===== config.mk =====
export PLATFORM = sky130hd
export DESIGN_NAME = vga_scan_generator_flat
export DESIGN_NICKNAME = d
export VERILOG_FILES = /design/src/rtl/vga_timing_pkg.sv /design/src/rtl/vga_scan_generator_if.sv /design/src/rtl/pixel_tick_divider.sv /design/src/rtl/vga_scan_generator.sv /design/src/flat_wrapper.sv
export SDC_FILE = /design/constraint.sdc
export NUM_CORES = 1
export LEC_CHECK = 0
export ABC_AREA = 1
export ABC_CLOCK_PERIOD_IN_PS = 2900
export BUFFER_PORTS_ARGS = -buffer_cell sky130_fd_sc_hd__clkbuf_2
export CORE_ASPECT_RATIO = 1.2
export CORE_MARGIN = 2
export CORE_UTILIZATION = 45
export DETAILED_ROUTE_END_ITERATION = 8
export HOLD_SLACK_MARGIN = 0.08
export PLACE_DENSITY_LB_ADDON = 0.2
export SLEW_MARGIN = 20
export SYNTH_ARGS = -nofsm -noshare
export SYNTH_HDL_FRONTEND = slang
export SYNTH_SLANG_ARGS = --single-unit

===== constraint.sdc =====
create_clock -name clk -period 2.9 [get_ports clk]
set_input_delay 0.145 -clock clk [delete_from_list [all_inputs] [get_ports clk]]
set_output_delay 0.145 -clock clk [all_outputs]
set_load 0.1 [all_outputs]

===== src/rtl/vga_timing_pkg.sv =====
// Shared 640x480 @ 60 Hz timing constants, derived sync windows and the
// coordinate/colour types used across the VGA scan slice.
package vga_timing_pkg;

   localparam int DEF_CLK_DIV     = 4;
   localparam int DEF_H_DISPLAY   = 640;
   localparam int DEF_H_FRONT     = 16;
   localparam int DEF_H_SYNC      = 96;
   localparam int DEF_H_BACK      = 48;
   localparam int DEF_V_DISPLAY   = 480;
   localparam int DEF_V_FRONT     = 10;
   localparam int DEF_V_SYNC      = 2;
   localparam int DEF_V_BACK      = 33;
   localparam bit DEF_SYNC_ACTIVE = 1'b0;

   localparam int H_TOTAL = DEF_H_DISPLAY + DEF_H_FRONT + DEF_H_SYNC + DEF_H_BACK;
   localparam int V_TOTAL = DEF_V_DISPLAY + DEF_V_FRONT + DEF_V_SYNC + DEF_V_BACK;

   localparam int HS_START = DEF_H_DISPLAY + DEF_H_FRONT;
   localparam int HS_END   = HS_START + DEF_H_SYNC - 1;
   localparam int VS_START = DEF_V_DISPLAY + DEF_V_FRONT;
   localparam int VS_END   = VS_START + DEF_V_SYNC - 1;

   localparam int COORD_W  = 10;
   localparam int COLOUR_W = 12;

   typedef logic [COORD_W-1:0]  coord_t;
   typedef logic [COLOUR_W-1:0] colour_t;

endpackage


===== src/rtl/vga_scan_generator_if.sv =====
// Raster bus between the scan generator (master) and the pixel renderer /
// connector side (slave).
interface vga_scan_generator_if;
   import vga_timing_pkg::*;

   colour_t colour_in;
   logic    ce;
   coord_t  x;
   coord_t  y;
   logic    video_on;
   logic    hsync;
   logic    vsync;
   colour_t vga_rgb;
   logic    frame_tick;

   modport master (
      input  colour_in,
      output ce, x, y, video_on, hsync, vsync, vga_rgb, frame_tick
   );

   modport slave (
      output colour_in,
      input  ce, x, y, video_on, hsync, vsync, vga_rgb, frame_tick
   );

endinterface


===== src/rtl/pixel_tick_divider.sv =====
// Divides the system clock into a one-clk-wide pixel tick every CLK_DIV clocks.
// With CLK_DIV=1 the counter never leaves zero and the tick is always high.
module pixel_tick_divider #(
   parameter int CLK_DIV = 4
) (
   input  logic clk,
   input  logic reset,
   output logic ce
);

   localparam int DW = (CLK_DIV > 1) ? $clog2(CLK_DIV) : 1;
   localparam logic [DW-1:0] LAST = DW'(CLK_DIV - 1);

   logic [DW-1:0] div;

   // Free-running modulo-CLK_DIV counter.
   always_ff @(posedge clk or posedge reset) begin
      // NOTE: sequential state uses non-blocking assignments so every flop
      // samples pre-edge values regardless of statement order.
      if (reset)
         div <= '0;
      else if (div == LAST)
         div <= '0;
      else
         div <= div + 1'b1;
   end

   assign ce = (div == LAST);

endmodule


===== src/rtl/vga_scan_generator.sv =====
// 640x480 raster scan generator: pixel tick, x/y counters, sync windows and a
// registered, blanked colour output aligned with the registered syncs.
module vga_scan_generator
   import vga_timing_pkg::*;
#(
   parameter int CLK_DIV     = DEF_CLK_DIV,
   parameter int H_DISPLAY   = DEF_H_DISPLAY,
   parameter int H_FRONT     = DEF_H_FRONT,
   parameter int H_SYNC      = DEF_H_SYNC,
   parameter int H_BACK      = DEF_H_BACK,
   parameter int V_DISPLAY   = DEF_V_DISPLAY,
   parameter int V_FRONT     = DEF_V_FRONT,
   parameter int V_SYNC      = DEF_V_SYNC,
   parameter int V_BACK      = DEF_V_BACK,
   parameter bit SYNC_ACTIVE = DEF_SYNC_ACTIVE
) (
   input logic                  clk,
   input logic                  reset,
   vga_scan_generator_if.master vga
);

   localparam int LINE_LEN    = H_DISPLAY + H_FRONT + H_SYNC + H_BACK;
   localparam int FRAME_LINES = V_DISPLAY + V_FRONT + V_SYNC + V_BACK;
   localparam int HS_FIRST    = H_DISPLAY + H_FRONT;
   localparam int HS_LAST     = HS_FIRST + H_SYNC - 1;
   localparam int VS_FIRST    = V_DISPLAY + V_FRONT;
   localparam int VS_LAST     = VS_FIRST + V_SYNC - 1;
   localparam logic SYNC_ON   = SYNC_ACTIVE;

   if (LINE_LEN > 1024 || FRAME_LINES > 1024) begin : g_bad_totals
      $error("vga_scan_generator: H_TOTAL and V_TOTAL must not exceed 1024");
   end
   if (CLK_DIV < 1 || CLK_DIV > 16) begin : g_bad_div
      $error("vga_scan_generator: CLK_DIV must be in 1..16");
   end

   logic    ce;
   coord_t  x_q;
   coord_t  y_q;
   logic    video_on;
   logic    hs_win;
   logic    vs_win;
   logic    line_end;
   logic    frame_end;
   colour_t rgb_q;
   logic    hsync_q;
   logic    vsync_q;
   logic    frame_tick_q;

   pixel_tick_divider #(.CLK_DIV(CLK_DIV)) u_div (
      .clk   (clk),
      .reset (reset),
      .ce    (ce)
   );

   assign line_end  = (x_q == coord_t'(LINE_LEN - 1));
   assign frame_end = line_end && (y_q == coord_t'(FRAME_LINES - 1));
   assign video_on  = (x_q < coord_t'(H_DISPLAY)) && (y_q < coord_t'(V_DISPLAY));
   assign hs_win    = (x_q >= coord_t'(HS_FIRST)) && (x_q <= coord_t'(HS_LAST));
   assign vs_win    = (y_q >= coord_t'(VS_FIRST)) && (y_q <= coord_t'(VS_LAST));

   // Raster position: x advances per pixel tick, y advances on the line wrap.
   always_ff @(posedge clk or posedge reset) begin
      if (reset) begin
         x_q <= '0;
         y_q <= '0;
      end else if (ce) begin
         if (line_end) begin
            x_q <= '0;
            y_q <= frame_end ? '0 : y_q + 1'b1;
         end else begin
            x_q <= x_q + 1'b1;
         end
      end
   end

   // Output stage: one pixel behind x/y; blanking forces zero so renderer
   // garbage outside the active area never reaches the connector.
   always_ff @(posedge clk or posedge reset) begin
      if (reset) begin
         rgb_q        <= '0;
         hsync_q      <= ~SYNC_ON;
         vsync_q      <= ~SYNC_ON;
         frame_tick_q <= 1'b0;
      end else begin
         frame_tick_q <= ce && frame_end;
         if (ce) begin
            rgb_q   <= video_on ? vga.colour_in : '0;
            hsync_q <= hs_win ? SYNC_ON : ~SYNC_ON;
            vsync_q <= vs_win ? SYNC_ON : ~SYNC_ON;
         end
      end
   end

   assign vga.ce         = ce;
   assign vga.x          = x_q;
   assign vga.y          = y_q;
   assign vga.video_on   = video_on;
   assign vga.hsync      = hsync_q;
   assign vga.vsync      = vsync_q;
   assign vga.vga_rgb    = rgb_q;
   assign vga.frame_tick = frame_tick_q;

endmodule

===== src/flat_wrapper.sv =====
// flat-port wrapper written by rule: the top's interface ports become plain ports
module vga_scan_generator_flat import vga_timing_pkg::*;
#(
   parameter int CLK_DIV     = DEF_CLK_DIV,
   parameter int H_DISPLAY   = DEF_H_DISPLAY,
   parameter int H_FRONT     = DEF_H_FRONT,
   parameter int H_SYNC      = DEF_H_SYNC,
   parameter int H_BACK      = DEF_H_BACK,
   parameter int V_DISPLAY   = DEF_V_DISPLAY,
   parameter int V_FRONT     = DEF_V_FRONT,
   parameter int V_SYNC      = DEF_V_SYNC,
   parameter int V_BACK      = DEF_V_BACK,
   parameter bit SYNC_ACTIVE = DEF_SYNC_ACTIVE
)
  (clk, reset, vga_colour_in, vga_ce, vga_x, vga_y, vga_video_on, vga_hsync, vga_vsync, vga_vga_rgb, vga_frame_tick);
  vga_scan_generator_if vga_i ();
  input logic clk;
  input logic reset;
  input wire logic [$bits(vga_i.colour_in)-1:0] vga_colour_in;
  output wire logic [$bits(vga_i.ce)-1:0] vga_ce;
  output wire logic [$bits(vga_i.x)-1:0] vga_x;
  output wire logic [$bits(vga_i.y)-1:0] vga_y;
  output wire logic [$bits(vga_i.video_on)-1:0] vga_video_on;
  output wire logic [$bits(vga_i.hsync)-1:0] vga_hsync;
  output wire logic [$bits(vga_i.vsync)-1:0] vga_vsync;
  output wire logic [$bits(vga_i.vga_rgb)-1:0] vga_vga_rgb;
  output wire logic [$bits(vga_i.frame_tick)-1:0] vga_frame_tick;
  assign vga_i.colour_in = vga_colour_in;
  assign vga_ce = vga_i.ce;
  assign vga_x = vga_i.x;
  assign vga_y = vga_i.y;
  assign vga_video_on = vga_i.video_on;
  assign vga_hsync = vga_i.hsync;
  assign vga_vsync = vga_i.vsync;
  assign vga_vga_rgb = vga_i.vga_rgb;
  assign vga_frame_tick = vga_i.frame_tick;
  vga_scan_generator #(.CLK_DIV(CLK_DIV), .H_DISPLAY(H_DISPLAY), .H_FRONT(H_FRONT), .H_SYNC(H_SYNC), .H_BACK(H_BACK), .V_DISPLAY(V_DISPLAY), .V_FRONT(V_FRONT), .V_SYNC(V_SYNC), .V_BACK(V_BACK), .SYNC_ACTIVE(SYNC_ACTIVE)) u_core (.clk(clk), .reset(reset), .vga(vga_i));
endmodule

* Word level (Yosys, flattened, before mapping) *
Index checks and enable logic that the tools add are counted.

storage, ports and cells
  register bits = 37
  logic and storage cells = 31

cells by class
  $add $sub $neg = 3
  $lt $le $gt $ge = 6
  equal/unequal tests = 3
  mux-type cells = 6
  reductions and logical operators = 6

operator list
  cell                     count
  $add A10 B1 Y10 const B  2
  $eq A10 B10 Y1 const B   2
  $mux W10                 2
  $mux W12                 1
  $ge A10 B10 Y1 const B   1
  $ge A10 B9 Y1 const B    1
  $le A10 B10 Y1 const B   1
  $le A10 B9 Y1 const B    1
  $lt A10 B10 Y1 const B   1
  $lt A10 B9 Y1 const B    1
  $logic_and A1 B1 Y1      5
  $add A2 B1 Y2 const B    1
  $eq A2 B2 Y1 const B     1
  $mux W1                  2
  $mux W2                  1
  $reduce_and A2 Y1        1

* Depth between registers and ports, before layout *
Gate-level depths: netlist of run 1.

  depth in word-level cells = 3
  depth in mapped cells = 9

* Hierarchy *
A second synthesis of run 1 with hierarchy kept.

second synthesis, totals
  cell total of the unflattened synthesis = 238
  area total of the unflattened synthesis = 1935.6 µm²

by module, submodules not included
  module              instances  cells an instance  area each (µm²)  sequential area each (µm²)
  vga_scan_generator  1          233                1865.5           878.3
  pixel_tick_divider  1          5                  70.1             50.0

* Least setup slack after synthesis of run 1 *
Ideal clock, no wire load.

  path kind = register to output
  start = register u_core.y_q[9] (netlist: u_core.vga.y[9])
  end = output port vga_video_on
  data arrival time = 2.124 ns
  slack = 0.631 ns
  stages on the path, launching flop included = 6
  path buffers = 1
  path through = dfrtp_1 > inv_1 > nand2_1 > nand4_2 > buf_6 > inv_1

between the ends
  cells in the longest elaborated chain, start to end = 2

ends and longest elaborated chain
  element                 RTL line                  text
  start, declared         vga_scan_generator.sv:39  coord_t y_q;
  start signal, assigned  vga_scan_generator.sv:70  y_q <= frame_end ? '0 : y_q + 1'b1;
  $lt A10 B9 Y1           vga_scan_generator.sv:58  assign video_on = (x_q < coord_t'(H_DISPLAY)) && (y_q < coord_t'(V_DISPLAY));
  $logic_and A1 B1 Y1     vga_scan_generator.sv:58
  end, declared           flat_wrapper.sv:23        output wire logic [$bits(vga_i.video_on)-1:0] vga_video_on;

No other way between the ends.

* Final worst setup path of run 1 *
  start = register u_core.y_q[6] (netlist: u_core.vga.y[6])
  end = output port vga_video_on

The elaborated chain is that of the path after synthesis.

==> results of run 1 <==
[cells in the mapped netlist]
| cell type | number |
|---|---|
| buf_6 | 1 |
| nand4_1 | 5 |
| clkbuf_1 | 1 |
| nor2_2 | 2 |
| nor3_1 | 4 |
| o21ai_1 | 3 |
| dfrtp_1 | 35 |
| inv_1 | 27 |
| nor3_4 | 1 |
| dfstp_2 | 2 |
| inv_2 | 4 |
| nand3_1 | 9 |
| nand3_4 | 1 |
| nand2_2 | 2 |
| a21oi_1 | 5 |
| nor2_4 | 3 |
| nand4_4 | 1 |
| a31oi_1 | 2 |
| nand4_2 | 1 |
| nand2_1 | 67 |
| o21ai_0 | 15 |
| a21oi_2 | 1 |
| ha_1 | 5 |
| buf_4 | 3 |
| nor2_1 | 30 |
| nor3_2 | 1 |
| xor2_1 | 8 |
| o21ai_2 | 4 |
| buf_2 | 3 |
[cell type report]
class                      instances  area, um^2  share of cell area, %
multi-input combinational        170         901                   38.0
sequential                        37         928                   39.1
timing repair buffer              53         275                   11.6
clock inverter                     1        5.00                  0.211
tap                               56        70.1                   2.95
clock buffer                       7        76.3                   3.22
inverter                          31         116                   4.91
[kinds of logic (layout without fill, tap and decap cells)]
kind of cell | count (synthesis) | after routing | share of synthesized area [%]
XOR/XNOR | 8 | 8 | 3.51
buffers and inverters | 39 | 92 | 8.45
AO/OA/AOI/OAI | 30 | 30 | 8.58
adder cells (fa/ha/maj) | 5 | 5 | 3.13
AND/OR/NAND/NOR | 127 | 127 | 29.9
flip-flops | 37 | 37 | 46.5
[power breakdown]
part           switching, W  internal, W
clock              0.000174     0.000169
sequential       0.00000452     0.000524
combinational     0.0000839    0.0000167
total              0.000262     0.000710
[per-layer routing]
| layer | GRT usage (%) | vias up | wire length [um] |
|---|---|---|---|
| li1 | - | 885 | - |
| met1 | 24.2 | 763 | 1870 |
| met2 | 29.5 | 47 | 1950 |
| met3 | 4.84 | 6 | 214 |
| met4 | 6.38 | 0 | 65 |
| met5 | 0 | - | 0 |
[state kept, by name (all words and copies together) (netlist names)]
signal and flops:
u_core.vga.vga_rgb 12, u_core.vga.x 10, u_core.u_div.div 2, u_core.vga.hsync 1
u_core.vga.frame_tick 1, u_core.vga.y 10, u_core.vga.vsync 1
[worst max path at each step]
stage / from / endpoint / slack [ns]
2_1_floorplan: u_core.vga.y[9]$_DFFE_PP0P_ / vga_video_on / 0.63
3_3_place_gp: u_core.vga.y[6]$_DFFE_PP0P_ / vga_video_on / 1.23
3_5_place_dp: u_core.vga.y[6]$_DFFE_PP0P_ / vga_video_on / 1.21
4_1_cts: u_core.vga.y[6]$_DFFE_PP0P_ / vga_video_on / 0.89
5_1_grt: u_core.vga.y[6]$_DFFE_PP0P_ / vga_video_on / 0.75
6_report: u_core.vga.y[6]$_DFFE_PP0P_ / vga_video_on / 0.93
[metrics by stage]
step	setup WS [ns]	instance area, um^2	hold slack [ns]
6_report	0.928	2370	0.0925
2_1_floorplan	0.631	2000	0.289
3_5_place_dp	1.21	2280	0.354
4_1_cts	0.895	2370	0.0878
5_1_grt	0.754	2370	0.0863
3_3_place_gp	1.23	2280	0.354
[critical path: stages, from the launching register on]
cell      delay (ns)
dfrtp_1         0.44
nand2_1         0.11
nor2_1          0.08
nand2_1         0.09
nand4_2         0.25
inv_1           0.12
clkbuf_2        0.46
==> flow_metrics.env, run 1 <==
export IMPL_p_per_area_mw_per_mm2=410
export IMPL_most_common_layout_cells="67 x nand2_1, 50 x clkbuf_2, 35 x dfrtp_1"
export IMPL_first_iter_violations=93
export IMPL_core_mm2=0.00426
export IMPL_cts_max_level=2
export IMPL_timing_rr_end="u_core.vga.y[9]$_DFFE_PP0P_"
export IMPL_drive_above_1_share_pct=27.1
export IMPL_fin_worst_skew_ns=0.0110
export IMPL_die_y_um=77.0
export IMPL_cts_tree="done"
export IMPL_grt_pass1_vias=1579
export IMPL_worst_setup_path_start_kind="register"
export IMPL_synthCells=246
export IMPL_clkLatencyLatePin_ns=0.29
export IMPL_hold_viol=0
export IMPL_fmax_mhz=507
export IMPL_num_antenna_cells=0
export IMPL_cts_root_buf="clkbuf_8"
export IMPL_r2r_cells=9
export IMPL_min_delay_path_depth=3
export IMPL_gp_congestion=0.800
export IMPL_grt_use_total_pct=18.5
export IMPL_path_class="reg -> out"
export IMPL_relSlewSlack_pct=42.2
export IMPL_overflow=0
export IMPL_synth_top_area_share_pct=43.8
export IMPL_grt_antenna_before_repair=0
export IMPL_drv_slew=0
export IMPL_ios=51
export IMPL_cp_end_kind="primary output"
export IMPL_final_common_cell="nand2_1"
export IMPL_rsz0062_at_grt="no"
export IMPL_r2r_slack_ns=1.27
export IMPL_cts_buffers=5
export IMPL_crit_fanout=13
export IMPL_final_setup_tns_ns=0
export IMPL_die_area_mm2=0.00499
export IMPL_fin_nets=317
export IMPL_syn_area_mm2=0.00200
export IMPL_clk_pin_slew_worst_paths_ns=0.07
export IMPL_ys_top_cells_by_area="dfrtp_1 44%, nand2_1 13%, nor2_1 5.6%"
export IMPL_drv_cap=0
export IMPL_synth_top_area_cell="dfrtp_1"
export IMPL_ys_seq_elements=37
export IMPL_fillCellCount=423
export IMPL_placed_cells=346
export IMPL_syn2layout_area_growth_pct=18.7
export IMPL_cp_required_ns=2.76
export IMPL_vias_per_cell=4.79
export IMPL_wl_per_cell_um=11.5
export IMPL_tightest_slew_ns=0.867
export IMPL_status="complete, no violations"
export IMPL_finalCritPeriodShare_pct=68.0
export IMPL_setup_viol=0
export IMPL_portBuffers=50
export IMPL_route_vias_total=1701
export IMPL_synth_nets=265
export IMPL_postCtsHoldBufs=1
export IMPL_grt_start_max_net_pins=25
export IMPL_cts_sinks=37
export IMPL_grt_pass1_wl_um=7180
export IMPL_arrival_ns=1.83
export IMPL_cts_buffer_depth=2
export IMPL_avgSynthCellArea_um2=8.12
export IMPL_total_power_w=0.000972
export IMPL_row_count=26
export IMPL_vdd_drop_max_uv=210
export IMPL_hp_start="vga_colour_in[5]"
export IMPL_post_cts_buffers=0
export IMPL_start_util_pct=46.9
export IMPL_min_path_type="in -> reg"
export IMPL_min_to="u_core.vga.vga_rgb[5]$_DFFE_PP0P_"
export IMPL_cts_resized=0
export IMPL_die_w_um=64.8
export IMPL_stdcell_count=355
export IMPL_synthDistinctLibCells=29
export IMPL_p_leak_nw=1.18
export IMPL_drtPass1Iterations=4
export IMPL_route_detailed_drc=0
export IMPL_post_route_min_period_ns=1.97
export IMPL_worstReg2RegStart="u_core.vga.y[0]$_DFFE_PP0P_"
export IMPL_ys_warn_count=0
export IMPL_fin_util_pct=55.7
export IMPL_final_antenna_net_count=0
export IMPL_hpwl_um=3030
export IMPL_yosysSeqAreaShare_pct=46.5
export IMPL_finalWirelength_um=4100
No activity file was read; power rests on OpenSTA's default activity.
==> run 2, diff against run 1 <==
--- a/config.mk
+++ b/config.mk
@@ -5,8 +5,8 @@
 export SDC_FILE = /design/constraint.sdc
 export NUM_CORES = 1
 export LEC_CHECK = 0
-export ABC_AREA = 1
-export ABC_CLOCK_PERIOD_IN_PS = 2900
+export ABC_AREA = 0
+export ABC_CLOCK_PERIOD_IN_PS = 1900
 export BUFFER_PORTS_ARGS = -buffer_cell sky130_fd_sc_hd__clkbuf_2
 export CORE_ASPECT_RATIO = 1.2
 export CORE_MARGIN = 2
==> constraint.sdc (replaced) <==
create_clock -name clk -period 1.9 [get_ports clk]
set_input_delay 0.095 -clock clk [delete_from_list [all_inputs] [get_ports clk]]
set_output_delay 0.095 -clock clk [all_outputs]
set_load 0.1 [all_outputs]
==> flow_metrics.env, run 2 <==
export IMPL_status="complete, no violations"
export IMPL_core_mm2=0.00366
export IMPL_overflow=0
export IMPL_fin_area_mm2=0.00235
export IMPL_grt_antenna_before_repair=0
export IMPL_synth_top_area_cell="dfrtp_1"
export IMPL_cp_required_ns=1.80
export IMPL_largest_register_ffs=12
export IMPL_die_y_um=72.0
export IMPL_cts_root_buf="clkbuf_8"
export IMPL_final_antenna_net_count=0
export IMPL_yosysMostFrequentCell="dfrtp_1"
export IMPL_final_common_cell="clkbuf_2"
export IMPL_die_area_mm2=0.00437
export IMPL_synthCells=172
export IMPL_fillCellCount=283
export IMPL_drv_cap=0
export IMPL_row_count=24
export IMPL_ios=51
export IMPL_worstReg2RegStart="u_core.u_div.div[0]$_DFF_PP0_"
export IMPL_post_cts_buffers=0
export IMPL_portBuffers=50
export IMPL_grt_pass1_wl_um=6580
export IMPL_finalCritPeriodShare_pct=93.9
export IMPL_ys_warn_count=0
export IMPL_syn2layout_area_growth_pct=35.5
export IMPL_clkLatencyLatePin_ns=0.29
export IMPL_wl_per_cell_um=12.6
export IMPL_p_leak_nw=1.10
export IMPL_synthDistinctLibCells=33
export IMPL_p_per_area_mw_per_mm2=641
export IMPL_clk_pin_slew_worst_paths_ns=0.07
export IMPL_final_setup_tns_ns=0
export IMPL_relSlewSlack_pct=63.4
export IMPL_worst_setup_path_start_kind="register"
export IMPL_synthFlopType="dfrtp_1"
export IMPL_synth_edf_count=0
export IMPL_stdcell_count=294
export IMPL_vdd_drop_max_uv=548
export IMPL_cts_buffer_depth=2
export IMPL_route_detailed_drc=0
export IMPL_post_dp_cell_area_mm2=0.00214
export IMPL_fmax_mhz=561
export IMPL_total_power_w=0.00151
export IMPL_yosys_top_cells_count="35 x dfrtp_1, 19 x nand2_1, 18 x inv_1"
export IMPL_cts_max_level=2
export IMPL_fin_util_pct=64.2
export IMPL_synth_nets=191
export IMPL_path_class="reg -> out"
export IMPL_drv_slew=0
export IMPL_drive_above_1_share_pct=39.3
export IMPL_synthArstFlopShare_pct=100
export IMPL_gp_congestion=0.811
export IMPL_finalWirelength_um=3720
export IMPL_placed_cells=273
export IMPL_synth_top_area_share_pct=50.5
export IMPL_min_path_type="in -> async"
export IMPL_vias_per_cell=5.11
export IMPL_first_iter_violations=54
export IMPL_avgSynthCellArea_um2=10.1
export IMPL_ys_top_cells_by_area="dfrtp_1 50%, o22ai_1 4.3%, nand2_1 4.1%"
export IMPL_cts_tree="done"
export IMPL_cp_end_kind="primary output"
export IMPL_route_vias_total=1502
export IMPL_num_antenna_cells=0
export IMPL_post_route_min_period_ns=1.78
export IMPL_hold_viol=0
export IMPL_syn_area_mm2=0.00174
export IMPL_cts_sinks=37
export IMPL_grt_use_total_pct=19.9
export IMPL_start_util_pct=47.4
export IMPL_crit_fanout=5
export IMPL_fin_nets=260
export IMPL_hpwl_um=2680
export IMPL_most_common_layout_cells="49 x clkbuf_2, 19 x nand2_1, 17 x inv_1"
export IMPL_setup_viol=0
export IMPL_fin_worst_skew_ns=0.00779
export IMPL_arrival_ns=1.69
export IMPL_rsz0062_at_grt="no"
export IMPL_grt_pass1_vias=1485
export IMPL_die_w_um=60.7
export IMPL_yosysSeqAreaShare_pct=53.5
export IMPL_tightest_slew_ns=0.551
export IMPL_crit_path_start="u_core.vga.y[6]$_DFFE_PP0P_"
export IMPL_drtPass1Iterations=4
export IMPL_ys_seq_elements=37
export IMPL_grt_start_max_net_pins=38
export IMPL_cts_buffers=5
## run 2: cell count changes in the layout (fill, tap and decap cells not counted), moves of 9 or more
cell	change
nand2_1	-48
dlygate4sd3_1	+12
dfrtp_1	-19
o22ai_1	+12
inv_1	-10
nor2_1	-18
dfrtp_2	+14
o21ai_0	-9
## run 2: logic make-up after synthesis
family	count (synthesis)	synth area share [%]
buffers and inverters	26	6.42
and+or+nand+nor	66	21.0
DFF	37	53.5
AOI/OAI and AO/OA	23	7.86
xor gates and xnor gates	14	7.07
adders and majority gates	5	3.60
muxes	1	0.577
## run 2: final timing paths
path | depth (start not counted) | end | slack (ns)
max in group asynchronous | 4 | u_core.vga.y[5]$_DFFE_PP0P_ | 1.10
max reg2reg | 6 | u_core.vga.y[6]$_DFFE_PP0P_ | 0.16
min reg2reg | 1 | u_core.u_div.div[0]$_DFF_PP0_ | 0.48
max | 5 | vga_video_on | 0.12
min | 4 | u_core.vga.vga_rgb[3]$_DFFE_PP0P_ | 0.44
min in group clk | 1 | u_core.u_div.div[0]$_DFF_PP0_ | 0.48
## run 2: layer usage
metal	wire (um)	share of wire [%]	GRT usage, %	up-vias
met5	0	0	0	-
met4	54	1.5	5.80	0
met3	235	6.3	6.77	6
met2	1920	52	34.2	49
met1	1510	41	23.2	722
li1	-	-	-	725
## run 2: final cells by class
cell class                      count  area [um^2]  share of cell area [%]
Multi-Input combinational cell    109          721                    30.6
Timing Repair Buffer               70          448                    19.0
Inverter                           18         71.3                    3.03
Tap cell                           52         65.1                    2.77
Sequential cell                    37          965                    41.0
Clock inverter                      2         10.0                   0.426
Clock buffer                        6         72.6                    3.09
## run 2: critical path, stage by stage (launching register included)
cell	delay (ns)
dfrtp_4	0.50
and3_1	0.19
nand2_1	0.12
nand3b_1	0.24
clkinvlp_4	0.17
buf_12	0.17
## run 2: report_power, final
group / total, W / switching [W] / internal (W)
Clock: 0.000525 / 0.000271 / 0.000254
Sequential: 0.000808 / 0.00000734 / 0.000800
Combinational: 0.000176 / 0.000133 / 0.0000433
## run 2: timing repair
| action | CTS | global route |
|---|---|---|
| hold endpoints to repair | 47 | 0 |
| gates resized for setup | 0 | 0 |
| hold buffers | 13 | 0 |
## run 2: through the flow
stage | hold WS [ns] | worst slack, ns
after detailed placement | 0.208 | 0.152
after global placement | 0.194 | 0.201
after floorplan | 0.238 | -0.112
final | 0.443 | 0.117
after CTS | 0.444 | 0.0968
after global routing | 0.479 | 0.0293
==> run 3, diff against run 2 <==
--- a/config.mk
+++ b/config.mk
@@ -17,4 +17,5 @@
 export SLEW_MARGIN = 20
 export SYNTH_ARGS = -nofsm -noshare
 export SYNTH_HDL_FRONTEND = slang
+export SYNTH_HIERARCHICAL = 1
 export SYNTH_SLANG_ARGS = --single-unit
==> flow_metrics.env, run 3 <==
export IMPL_switching_share_pct=25.4
export IMPL_synthCells=178
export IMPL_layout_setup_ws_ns=-0.215
export IMPL_clkLatencyLatePin_ns=0.29
export IMPL_violations="negative setup slack"
export IMPL_ios=51
export IMPL_synth_edf_count=0
export IMPL_grt_pass1_vias=1509
export IMPL_regArea_um2=953
export IMPL_avgSynthCellArea_um2=9.71
export IMPL_syn2layout_area_growth_pct=50.1
export IMPL_r2r_slack_ns=-0.21
export IMPL_relSlewSlack_pct=61.7
export IMPL_path_class="reg -> reg"
export IMPL_cts_tree="done"
export IMPL_placed_cells=289
export IMPL_grt_use_total_pct=22.3
export IMPL_synthArstFlopShare_pct=100
export IMPL_synth_top_area_cell="dfrtp_1"
export IMPL_timing_rr_end="u_core/vga.y[9]$_DFFE_PP0P_"
export IMPL_seqPwrFrac_pct=47.3
export IMPL_grt_pass1_wl_um=7160
export IMPL_portBuffers=50
export IMPL_final_common_cell="clkbuf_2"
export IMPL_fin_util_pct=70.8
export IMPL_core_mm2=0.00366
export IMPL_fillCellCount=277
export IMPL_arrival_ns=2.29
export IMPL_final_antenna_net_count=0
export IMPL_largest_register_ffs=12
export IMPL_row_count=24
export IMPL_multiInputGateArea_um2=793
export IMPL_post_route_min_period_ns=2.11
export IMPL_grt_antenna_before_repair=0
export IMPL_tightest_slew_ns=0.574
export IMPL_min_path_type="in -> async"
export IMPL_synth_top_area_share_pct=50.7
export IMPL_yosys_top_cells_count="35 x dfrtp_1, 21 x nand2_1, 20 x inv_1"
export IMPL_route_detailed_drc=0
export IMPL_drive_above_1_share_pct=42.2
export IMPL_drtPass1Iterations=4
export IMPL_synthDistinctLibCells=31
export IMPL_rsz0062_at_grt="yes"
export IMPL_num_antenna_cells=0
export IMPL_ys_top_cells_by_area="dfrtp_1 51%, o22ai_1 4.7%, nand2_1 4.6%"
export IMPL_pwr_share_clk_pct=42.1
export IMPL_overflow=0
export IMPL_synthFlopType="dfrtp_1"
export IMPL_cts_max_level=2
export IMPL_hold_viol=0
export IMPL_hpwl_um=2900
export IMPL_route_vias_total=1645
export IMPL_stdcell_count=315
export IMPL_clk_pin_slew_worst_paths_ns=0.07
export IMPL_crit_fanout=7
export IMPL_drv_cap=0
export IMPL_die_w_um=60.6
export IMPL_grt_start_max_net_pins=37
export IMPL_p_switching_w=0.000433
export IMPL_yosysSeqAreaShare_pct=53.7
export IMPL_die_area_mm2=0.00436
export IMPL_cts_buffers=5
export IMPL_setup_viol=10
export IMPL_ys_warn_count=6
export IMPL_cp_end_kind="register"
export IMPL_first_iter_violations=88
export IMPL_gp_congestion=0.814
export IMPL_r2r_cells=7
export IMPL_worstReg2RegStart="u_core/vga.x[6]$_DFFE_PP0P_"
export IMPL_fin_worst_skew_ns=0.00293
export IMPL_internal_power_w=0.00127
export IMPL_fmax_mhz=473
export IMPL_cts_sinks=37
export IMPL_p_per_area_mw_per_mm2=657
export IMPL_status="complete, but fails checks"
export IMPL_ys_seq_elements=37
export IMPL_drv_slew=0
export IMPL_cts_root_buf="clkbuf_8"
export IMPL_vias_per_cell=5.22
export IMPL_p_leak_nw=1.27
export IMPL_cp_required_ns=2.07
export IMPL_finalCritPeriodShare_pct=111
export IMPL_finalWirelength_um=4660
export IMPL_vdd_drop_max_uv=505
export IMPL_wl_per_cell_um=14.8
export IMPL_start_util_pct=47.2
export IMPL_yosysMostFrequentCell="dfrtp_1"
export IMPL_worst_setup_path_start_kind="register"
export IMPL_syn_area_mm2=0.00173
export IMPL_cts_buffer_depth=2
export IMPL_fin_nets=281
export IMPL_die_y_um=71.9
export IMPL_synth_nets=197
export IMPL_comb_power_share_pct=10.6
export IMPL_most_common_layout_cells="49 x clkbuf_2, 21 x nand2_1, 21 x dfrtp_1"
-- run 3: cell count changes after synthesis, sizes merged, moves of 2 or more --
| cell | change |
|---|---|
| and3 | -3 |
| buf | -3 |
| clkbuf | +3 |
| inv | +2 |
| nand2 | +2 |
| nand3 | +3 |
| nand4 | -5 |
| nor3 | +2 |
| nor4 | +4 |
| xor2 | -2 |
-- run 3: cell type report --
class | count | area share (%)
clock buffers | 6 | 3.18
inverters | 20 | 2.89
well taps | 52 | 2.51
flip-flops and latches | 37 | 36.7
repair buffers | 85 | 22.7
multi-input cells | 113 | 30.6
clock inverters | 2 | 1.45
-- run 3: repair_timing --
item                                    in CTS  in global routing
resized for setup                            9                 13
buffers inserted                             2                  4
endpoints found under the setup margin       9                 14
endpoints found under the hold margin       26                  0
hold buffers                                13                  0
pin swaps                                    3                  5
-- run 3: kinds of logic (layout without fill, tap and decap cells) --
family	Yosys count	in the layout	synth area share, %
AND/OR/NAND/NOR	71	71	21.4
flip-flops	37	37	53.7
buffers and inverters	28	113	6.15
AO/OA/AOI/OAI	24	24	8.54
XOR/XNOR	13	13	6.58
adder cells (fa/ha/maj)	5	5	3.62
-- run 3: worst max path at each step --
stage	from	to	slack, ns	cells after the start
after floorplan	u_core/vga.x[6]$_DFFE_PP0P_	u_core/vga.y[9]$_DFFE_PP0P_	-0.46	5
after global placement	u_core/vga.x[6]$_DFFE_PP0P_	u_core/vga.y[9]$_DFFE_PP0P_	-0.13	4
after detailed placement	u_core/vga.x[6]$_DFFE_PP0P_	u_core/vga.y[9]$_DFFE_PP0P_	-0.17	4
after CTS	u_core/vga.x[6]$_DFFE_PP0P_	u_core/vga.y[9]$_DFFE_PP0P_	-0.17	4
after global routing	u_core/vga.x[6]$_DFFE_PP0P_	u_core/vga.y[9]$_DFFE_PP0P_	-0.25	7
final	u_core/vga.x[6]$_DFFE_PP0P_	u_core/vga.y[9]$_DFFE_PP0P_	-0.21	7
-- run 3: metal layers --
metal / track usage, % / up-vias / part of all wire, %
li1: - / 776 / -
met2: 35.8 / 67 / 51
met3: 6.24 / 8 / 5.4
met1: 27.8 / 794 / 41
met4: 9.42 / 0 / 2.1
met5: 0 / - / 0
-- run 3: worst max-delay path, stage by stage (launching register included) --
cell     delay, ns
dfrtp_4       0.48
or4b_4        0.54
buf_4         0.15
buf_8         0.13
or3_4         0.42
nor2_4        0.12
buf_6         0.13
a21oi_4       0.03
-- run 3: power by group through the flow --
stage / Sequential, W / Clock, W / Combinational [W]
finish: 0.000807 / 0.000718 / 0.000181
global route: 0.000809 / 0.000769 / 0.000191
CTS: 0.000807 / 0.000734 / 0.000180
detailed placement: 0.000822 / 0 / 0.000160
global placement: 0.000822 / 0 / 0.000158
floorplan: 0.000918 / 0 / 0.0000238
-- run 3: per-stage QoR --
stage | hold slack [ns] | total power [W] | cell area [um^2] | setup slack [ns] | setup TNS (ns)
6_report | 0.192 | 0.00171 | 2590 | -0.215 | -1.64
3_3_place_gp | -0.0539 | 0.000980 | 2210 | -0.134 | -0.522
3_5_place_dp | -0.0481 | 0.000982 | 2210 | -0.173 | -0.704
5_1_grt | 0.215 | 0.00177 | 2590 | -0.254 | -2.23
4_1_cts | 0.192 | 0.00172 | 2520 | -0.170 | -0.891
2_1_floorplan | -0.164 | 0.000942 | 1770 | -0.461 | -2.92
